**config.mk**
```make
export PLATFORM = sky130hd
export DESIGN_NAME = ni_packetizer
export DESIGN_NICKNAME = d
export VERILOG_FILES = /design/src/rtl/ni_packetizer.sv
export SDC_FILE = /design/constraint.sdc
export NUM_CORES = 1
export LEC_CHECK = 0
export CAP_MARGIN = 20
export CELL_PAD_IN_SITES_DETAIL_PLACEMENT = 0
export CELL_PAD_IN_SITES_GLOBAL_PLACEMENT = 1
export CORE_UTILIZATION = 40
export DETAILED_ROUTE_END_ITERATION = 7
export GPL_ROUTABILITY_DRIVEN = 1
export PLACE_DENSITY_LB_ADDON = 0.08
export SETUP_SLACK_MARGIN = 0.05
export SYNTH_ARGS = -nofsm -noshare
export SYNTH_HDL_FRONTEND = slang
export SYNTH_SLANG_ARGS = --single-unit
```
**constraint.sdc**
```tcl
create_clock -name clk -period 5.3 [get_ports clk]
set_input_delay 0.795 -clock clk [delete_from_list [all_inputs] [get_ports clk]]
set_output_delay 0.795 -clock clk [all_outputs]
set_load 0.01 [all_outputs]
```
**src/rtl/ni_packetizer.sv**
```systemverilog
// NI transmit stage: PE command + payload words -> header/body/tail flits toward router Local port.
// Latency: header registered one edge after the HDR cycle; payload then one flit per cycle.
// Backpressure: tx_cts gates every flit; data_ready follows tx_cts in PAYLOAD, commands only taken in IDLE.
module ni_packetizer #(
    parameter int DATA_WIDTH = 32,
    parameter int AXIS       = 4,
    parameter int MAX_LEN    = 4094
) (
    input  logic                  clk,
    input  logic                  rst,
    input  logic [AXIS-1:0]       cur_addr,
    input  logic                  cmd_valid,
    output logic                  cmd_ready,
    input  logic [AXIS-1:0]       cmd_dst,
    input  logic [11:0]           cmd_len,
    input  logic                  data_valid,
    output logic                  data_ready,
    input  logic [27:0]           data_in,
    output logic [DATA_WIDTH-1:0] tx_data,
    output logic                  tx_drts,
    input  logic                  tx_cts,
    output logic                  busy,
    output logic                  cmd_err,
    output logic [7:0]            pkt_id
);

    typedef enum logic [1:0] {IDLE, HDR, PAYLOAD} state_t;

    localparam logic [2:0]  TYPE_HDR  = 3'b001;
    localparam logic [2:0]  TYPE_BODY = 3'b010;
    localparam logic [2:0]  TYPE_TAIL = 3'b100;
    localparam logic [11:0] LEN_MAX   = 12'(MAX_LEN);

    state_t          state, state_nxt;
    logic [AXIS-1:0] dst_q, src_q;
    logic [11:0]     len_q, rem_q;
    logic            cmd_ok, cmd_bad, hdr_go, pay_go;
    logic [DATA_WIDTH-1:0] hdr_raw, pay_raw, hdr_flit, pay_flit;

    assign cmd_ready  = (state == IDLE);
    assign data_ready = (state == PAYLOAD) && tx_cts;
    assign busy       = (state != IDLE);

    // Parity bit is left at zero in the raw flit and filled from bits [31:1].
    assign hdr_raw  = {TYPE_HDR, len_q + 12'd1, dst_q, src_q, pkt_id, 1'b0};
    assign pay_raw  = {(rem_q == 12'd1) ? TYPE_TAIL : TYPE_BODY, data_in, 1'b0};
    assign hdr_flit = {hdr_raw[DATA_WIDTH-1:1], ^hdr_raw[DATA_WIDTH-1:1]};
    assign pay_flit = {pay_raw[DATA_WIDTH-1:1], ^pay_raw[DATA_WIDTH-1:1]};

    always_ff @(posedge clk or negedge rst) begin
        if (!rst) state <= IDLE;
        else      state <= state_nxt;
    end

    always_comb begin
        state_nxt = state;
        cmd_ok    = 1'b0;
        cmd_bad   = 1'b0;
        hdr_go    = 1'b0;
        pay_go    = 1'b0;
        case (state)
            IDLE: begin
                if (cmd_valid) begin
                    if (cmd_len != 12'd0 && cmd_len <= LEN_MAX) begin
                        cmd_ok    = 1'b1;
                        state_nxt = HDR;
                    end else begin
                        cmd_bad = 1'b1;
                    end
                end
            end
            HDR: begin
                if (tx_cts) begin
                    hdr_go    = 1'b1;
                    state_nxt = PAYLOAD;
                end
            end
            PAYLOAD: begin
                if (data_valid && tx_cts) begin
                    pay_go = 1'b1;
                    if (rem_q == 12'd1) state_nxt = IDLE;
                end
            end
            default: state_nxt = IDLE;
        endcase
    end

    always_ff @(posedge clk or negedge rst) begin
        if (!rst) begin
            tx_data <= '0;
            tx_drts <= 1'b0;
            cmd_err <= 1'b0;
            pkt_id  <= 8'd0;
            dst_q   <= '0;
            src_q   <= '0;
            len_q   <= 12'd0;
            rem_q   <= 12'd0;
        end else begin
            tx_drts <= hdr_go | pay_go;
            cmd_err <= cmd_bad;
            if (cmd_ok) begin
                dst_q  <= cmd_dst;
                src_q  <= cur_addr;
                len_q  <= cmd_len;
                pkt_id <= pkt_id + 8'd1;
            end
            if (hdr_go) begin
                tx_data <= hdr_flit;
                rem_q   <= len_q;
            end
            if (pay_go) begin
                tx_data <= pay_flit;
                rem_q   <= rem_q - 12'd1;
            end
        end
    end

endmodule

```
==> Word level (Yosys, flattened, before mapping) <==
Index checks and enable logic that the tools add are counted.
{ "op_classes": {"add_sub_neg": 3, "magnitude_cmp": 1, "eq_ne": 8, "muxes": 21, "n_bitwise": 1, "n_reduce_logical": 10} }
{ "ops": {"columns": ["op", "n"], "rows": [
  ["two-way mux 32 bit", 2],
  ["parity 31 bit", 2],
  ["two-way mux 12 bit", 2],
  ["adder 12 x 1 -> 12 bit, second input constant", 1],
  ["equality test 12 x 1 -> 1 bit, second input constant", 1],
  ["<= comparator 12 bit, second input constant", 1],
  ["nonzero test 12 bit", 1],
  ["subtractor 12 x 1 -> 12 bit, second input constant", 1],
  ["two-way mux 1 bit", 10],
  ["two-way mux 2 bit", 5],
  ["adder 8 x 1 -> 8 bit, second input constant", 1],
  ["inequality test 2 x 1 -> 1 bit, second input constant", 3],
  ["one-hot mux 2 bit (3 select lines)", 1],
  ["AND reduction 5 bit", 1],
  ["inequality test 2 bit, second input constant", 2],
  ["nonzero test 2 bit", 2],
  ["logical AND 1 bit", 3],
  ["two-way mux 3 bit", 1],
  ["equality test 2 x 1 -> 1 bit, second input constant", 1],
  ["equality test 2 bit, second input constant", 1],
  ["logical NOT 2 bit", 1],
  ["bitwise OR 1 bit", 1]
]} }
{ "word_totals": {"register_bits": 76, "output_inout_bits": 45, "word_cells": 53} }

==> Depth between registers and ports, before layout <==
{ "logic_depth": {"word_depth": 5, "mapped_depth": 9, "depth_no_buf": 8} }

==> Least setup slack after synthesis <==
No wires, ideal clock.
{ "synth_timing": {"path_type": "input -> register", "start": "input port cmd_len[2]", "end": "register dst_q[3]", "setup_time_ns": 0.128, "arrival_ns": 1.992, "required_time_ns": 5.172, "setup_slack_ns": 3.181, "path_stages": 6, "cell_sequence": "nor4_1 a31oi_1 and3_1 buf_2 buf_2 mux2_1"} }
{ "synth_between": {"elab_chain_len": 5, "elab_cells_between_ends": 6, "classes_between": "1 x order compare; 3 x mux; 2 x reduce/logical"} }
{ "synth_rtl": {"columns": ["element", "line_no", "text"], "rows": [
  ["from (decl)", "15", "input logic [11:0] cmd_len,"],
  ["<= comparator 12 bit or nonzero test 12 bit (tied branches)", "64", "if (cmd_len != 12'd0 && cmd_len <= LEN_MAX) begin"],
  ["logical AND 1 bit (*)", "64", null],
  ["two-way mux 1 bit (*)", "64", null],
  ["two-way mux 1 bit (*)", "63", "if (cmd_valid) begin"],
  ["two-way mux 1 bit (*)", "61", "case (state)"],
  ["to (signal assigned)", "102", "dst_q <= cmd_dst;"],
  ["to (decl)", "35", "logic [AXIS-1:0] dst_q, src_q;"]
]} }
Mark *: on every way between the ends. The rest lies on a longest branch, timed or not.
A chain may end at the register's enable or synchronous reset.

==> Final worst setup path <==
{ "layout_timing": {"start": "input port tx_cts", "end": "output port data_ready"} }
{ "layout_between": {"elab_chain_len": 1} }
{ "layout_rtl": {"columns": ["element", "line_no", "text"], "rows": [
  ["from (decl)", "21", "input logic tx_cts,"],
  ["logical AND 1 bit", "41", "assign data_ready = (state == PAYLOAD) && tx_cts;"],
  ["to (decl)", "17", "output logic data_ready,"]
]} }
No other way between the ends.

==> flow_summary.toml <==
[outcome]
status = "complete, no violations"

[yosys]
yosysTopAreaCell = "dfrtp_1"
synth-seq-cells = 76
yosysSeqAreaShare_pct = 45.16
synth_edf_count = 0
syn_inst = 404
postSynth.asyncResetShare_pct = 100.0
synth_cell_types = 53
synth-warning-count = 0
syn_nets = 463
syn_area_per_cell_sq_um = 10.42
synth.cell_area_sq_um = 4212
synth_area_leaders = "dfrtp_1 45%, xnor2_1 11%, nand2_1 5.4%"
synth_top_area_share_pct = 45.16
synth_flop_cell = "dfrtp_1"

[run]
maxCapViolations = 0

[global_routing]
antenna_found_initial = 0
grt_use_total_pct = 19.78
grt_first_pass_wirelength_um = 16910
overflow = 0
grt_max_degree = 77
grt_pass1_vias = 3226

[timing]
fin_crit_sh_pct = 56.02
slew_headroom_pct = 34.54
grt_setup_unrepaired = "false"
fin_ws_ns = 2.331
tightest_slew_ns = 0.9818
final.setup_skew_ns = 0.009022
finalCriticalPeriod_ns = 2.969
finalSetupTns_ns = 0
finalSetupViolations = 0
max_freq_ghz = 0.3368
slew_violations = 0
finalHoldViolCount = 0

[clocking]
cts_max_level = 3
path_clk_slew_ns = 0.08
cts_setup_buffers = 0
cts_resized = 0
root_buffer = "clkbuf_8"
clock_sinks = 76
clk_path_buf_depth = 2
tritoncts = "built"
hold_buffers = 0
cts_made_buffers = 9
clk-insertion-delay-late_ns = 0.34

[worst_setup_path]
criticalPathCategory = "in -> out"
crit_arrival_ns = 2.17
rr_endpoint = "pkt_id[7]$_DFFE_PN0P_"
timing.critical_path.mode_cell = "clkdlybuf4s50_1"
crit_start = "tx_cts"
reg2reg_from = "state[1]$_DFFE_PN0P_"
setup.reg_to_reg.worst_slack_ns = 2.78
crit_chain = "clkdlybuf4s50_1, nand2_1, nor2_1, clkdlybuf4s50_1"
critPathCaptureType = "output port"
setup.worst_path.start_class = "primary input"
slowest_stage = "clkdlybuf4s50_1"
max_stage_delay_ns = 0.57
crit_required_ns = 4.51
endpoint = "data_ready"
r2r_cells = 6
crit_fanout = 4

[power]
p_total_mw = 3.415
cellLeakagePower_nw = 2.182
p_per_area_nw_per_um2 = 642.1
ir_worst_vdd_v = 0.0003894

[floorplanning]
io_pins = 98
die_x_um = 104.6
die_h_um = 104.6
rows = 37
start_util_pct = 40.98
die_area_sq_um = 10940
coreArea_sq_um = 10280

[drt]
wl_per_cell_um = 16.49
firstDrtPassIters = 4
route.detailed.drc = 0
initialDrtViolationCount = 168
routed_wl_um = 10310
final_antenna_net_count = 0
viasPerCell = 5.155
num_vias = 3222

[layout]
multiInputGateArea_sq_um = 2033
layout-drive-gt1-share_pct = 8.384
fin_nets = 543
seq_area_sq_um = 1902
final_cells = 625
nFillCells = 969
area_delta_synth_final_pct = 26.29
diodes = 0

[placement]
portBuffers = 97
globalplace.congestion = 0.7901
dp_cells = 609
dp_hpwl_um = 7337
pre_cts_slack_ns = 2.084

[min_path]
hold_path.class = "reg -> reg"
-- worst min-delay path by stage --
stage | start | end | cells after the start
2_1_floorplan | rem_q[8]$_DFFE_PN0P_ | rem_q[8]$_DFFE_PN0P_ | 2
3_3_place_gp | tx_data[2]$_DFFE_PN0P_ | tx_data[2]$_DFFE_PN0P_ | 2
3_5_place_dp | tx_data[13]$_DFFE_PN0P_ | tx_data[13]$_DFFE_PN0P_ | 2
4_1_cts | tx_data[29]$_DFFE_PN0P_ | tx_data[29]$_DFFE_PN0P_ | 2
5_1_grt | tx_data[29]$_DFFE_PN0P_ | tx_data[29]$_DFFE_PN0P_ | 2
6_report | tx_data[3]$_DFFE_PN0P_ | tx_data[3]$_DFFE_PN0P_ | 2
-- cell families (layout without fill, tap and decap cells) --
family          after synthesis  count (layout)  share of synthesized area (%)
simple gates                125             125                          14.56
flops                        76              76                          45.16
compound gates               70              70                          11.71
xor+xnor                     68              68                          14.50
buf+inv                      38             123                          6.684
mux                          21              21                          5.615
fa+ha+maj                     6               6                          1.782
-- cell usage in the layout, fill, tap and decap left out, types with 8 or more instances in the layout --
| cell | instances |
|---|---|
| nor2_1 | 14 |
| mux2_2 | 11 |
| xor2_1 | 13 |
| mux2_1 | 10 |
| nand4_1 | 8 |
| nand3_1 | 11 |
| clkdlybuf4s50_1 | 96 |
| clkbuf_8 | 9 |
| a22oi_1 | 27 |
| xnor2_1 | 53 |
| o21ai_0 | 12 |
| nand2_1 | 61 |
| dfrtp_1 | 76 |
-- stage by stage --
stage / area, sq um / hold slack [ns] / util, %
after floorplan: 4212 / 0.4742 / -
after global placement: 5126 / 0.4576 / 49.88
after detailed placement: 5126 / 0.4618 / 49.88
after CTS: 5319 / 0.4831 / 51.75
after global routing: 5319 / 0.4945 / 51.75
final: 5319 / 0.4763 / 51.75
-- layout make-up --
cell class	instances	share of cell area [%]
Sequential cell	76	35.76
Multi-Input combinational cell	290	38.23
Clock buffer	10	2.399
Tap cell	136	3.199
Inverter	6	0.4234
Timing Repair Buffer	101	18.77
Clock inverter	6	1.223
-- Yosys cell counts (2+ instances only) --
master / count
buf_4: 9
nand4_1: 8
a221o_1: 7
nor3_1: 5
buf_6: 6
nor4_1: 3
a22oi_1: 27
a21oi_1: 5
o311ai_1: 3
and3_1: 4
xor2_1: 13
ha_1: 6
or2_1: 2
nand2_1: 61
clkbuf_1: 8
xnor2_1: 53
nor2_1: 16
o211ai_1: 4
buf_2: 4
inv_1: 5
a31oi_1: 4
mux2_1: 10
dfrtp_1: 76
o21ai_0: 12
xnor2_2: 2
mux2_2: 11
nand2b_1: 2
o21ai_1: 3
nand3_1: 11
-- sequential cells by signal, indices dropped and copies added, names as in the netlist --
register,cells
src_q,4
cmd_err,1
state,2
len_q,12
tx_drts,1
rem_q,12
dst_q,4
pkt_id,8
tx_data,32
-- power by group --
group | switching [mW] | total [mW] | leakage (nW) | internal [mW]
Sequential | 0.309 | 1.15 | 0.941 | 0.845
Clock | 0.216 | 0.434 | 0.0962 | 0.218
Combinational | 0.818 | 1.83 | 1.14 | 1.01
-- metal layers --
layer	global-route usage [%]	wire (um)	up-vias
met1	29.90	5244	1553
met5	0	0	-
met4	6.338	59	0
met2	28.71	4514	88
met3	3.119	487	4
li1	-	-	1577
-- worst max-delay path: cells and delay by family --
| kind | cells | cell delay [ns] |
|---|---|---|
| AND/OR/NAND/NOR | 2 | 0.25 |
| buffers and inverters | 2 | 1.12 |
Note: power is estimated with default switching activity, not from simulation.
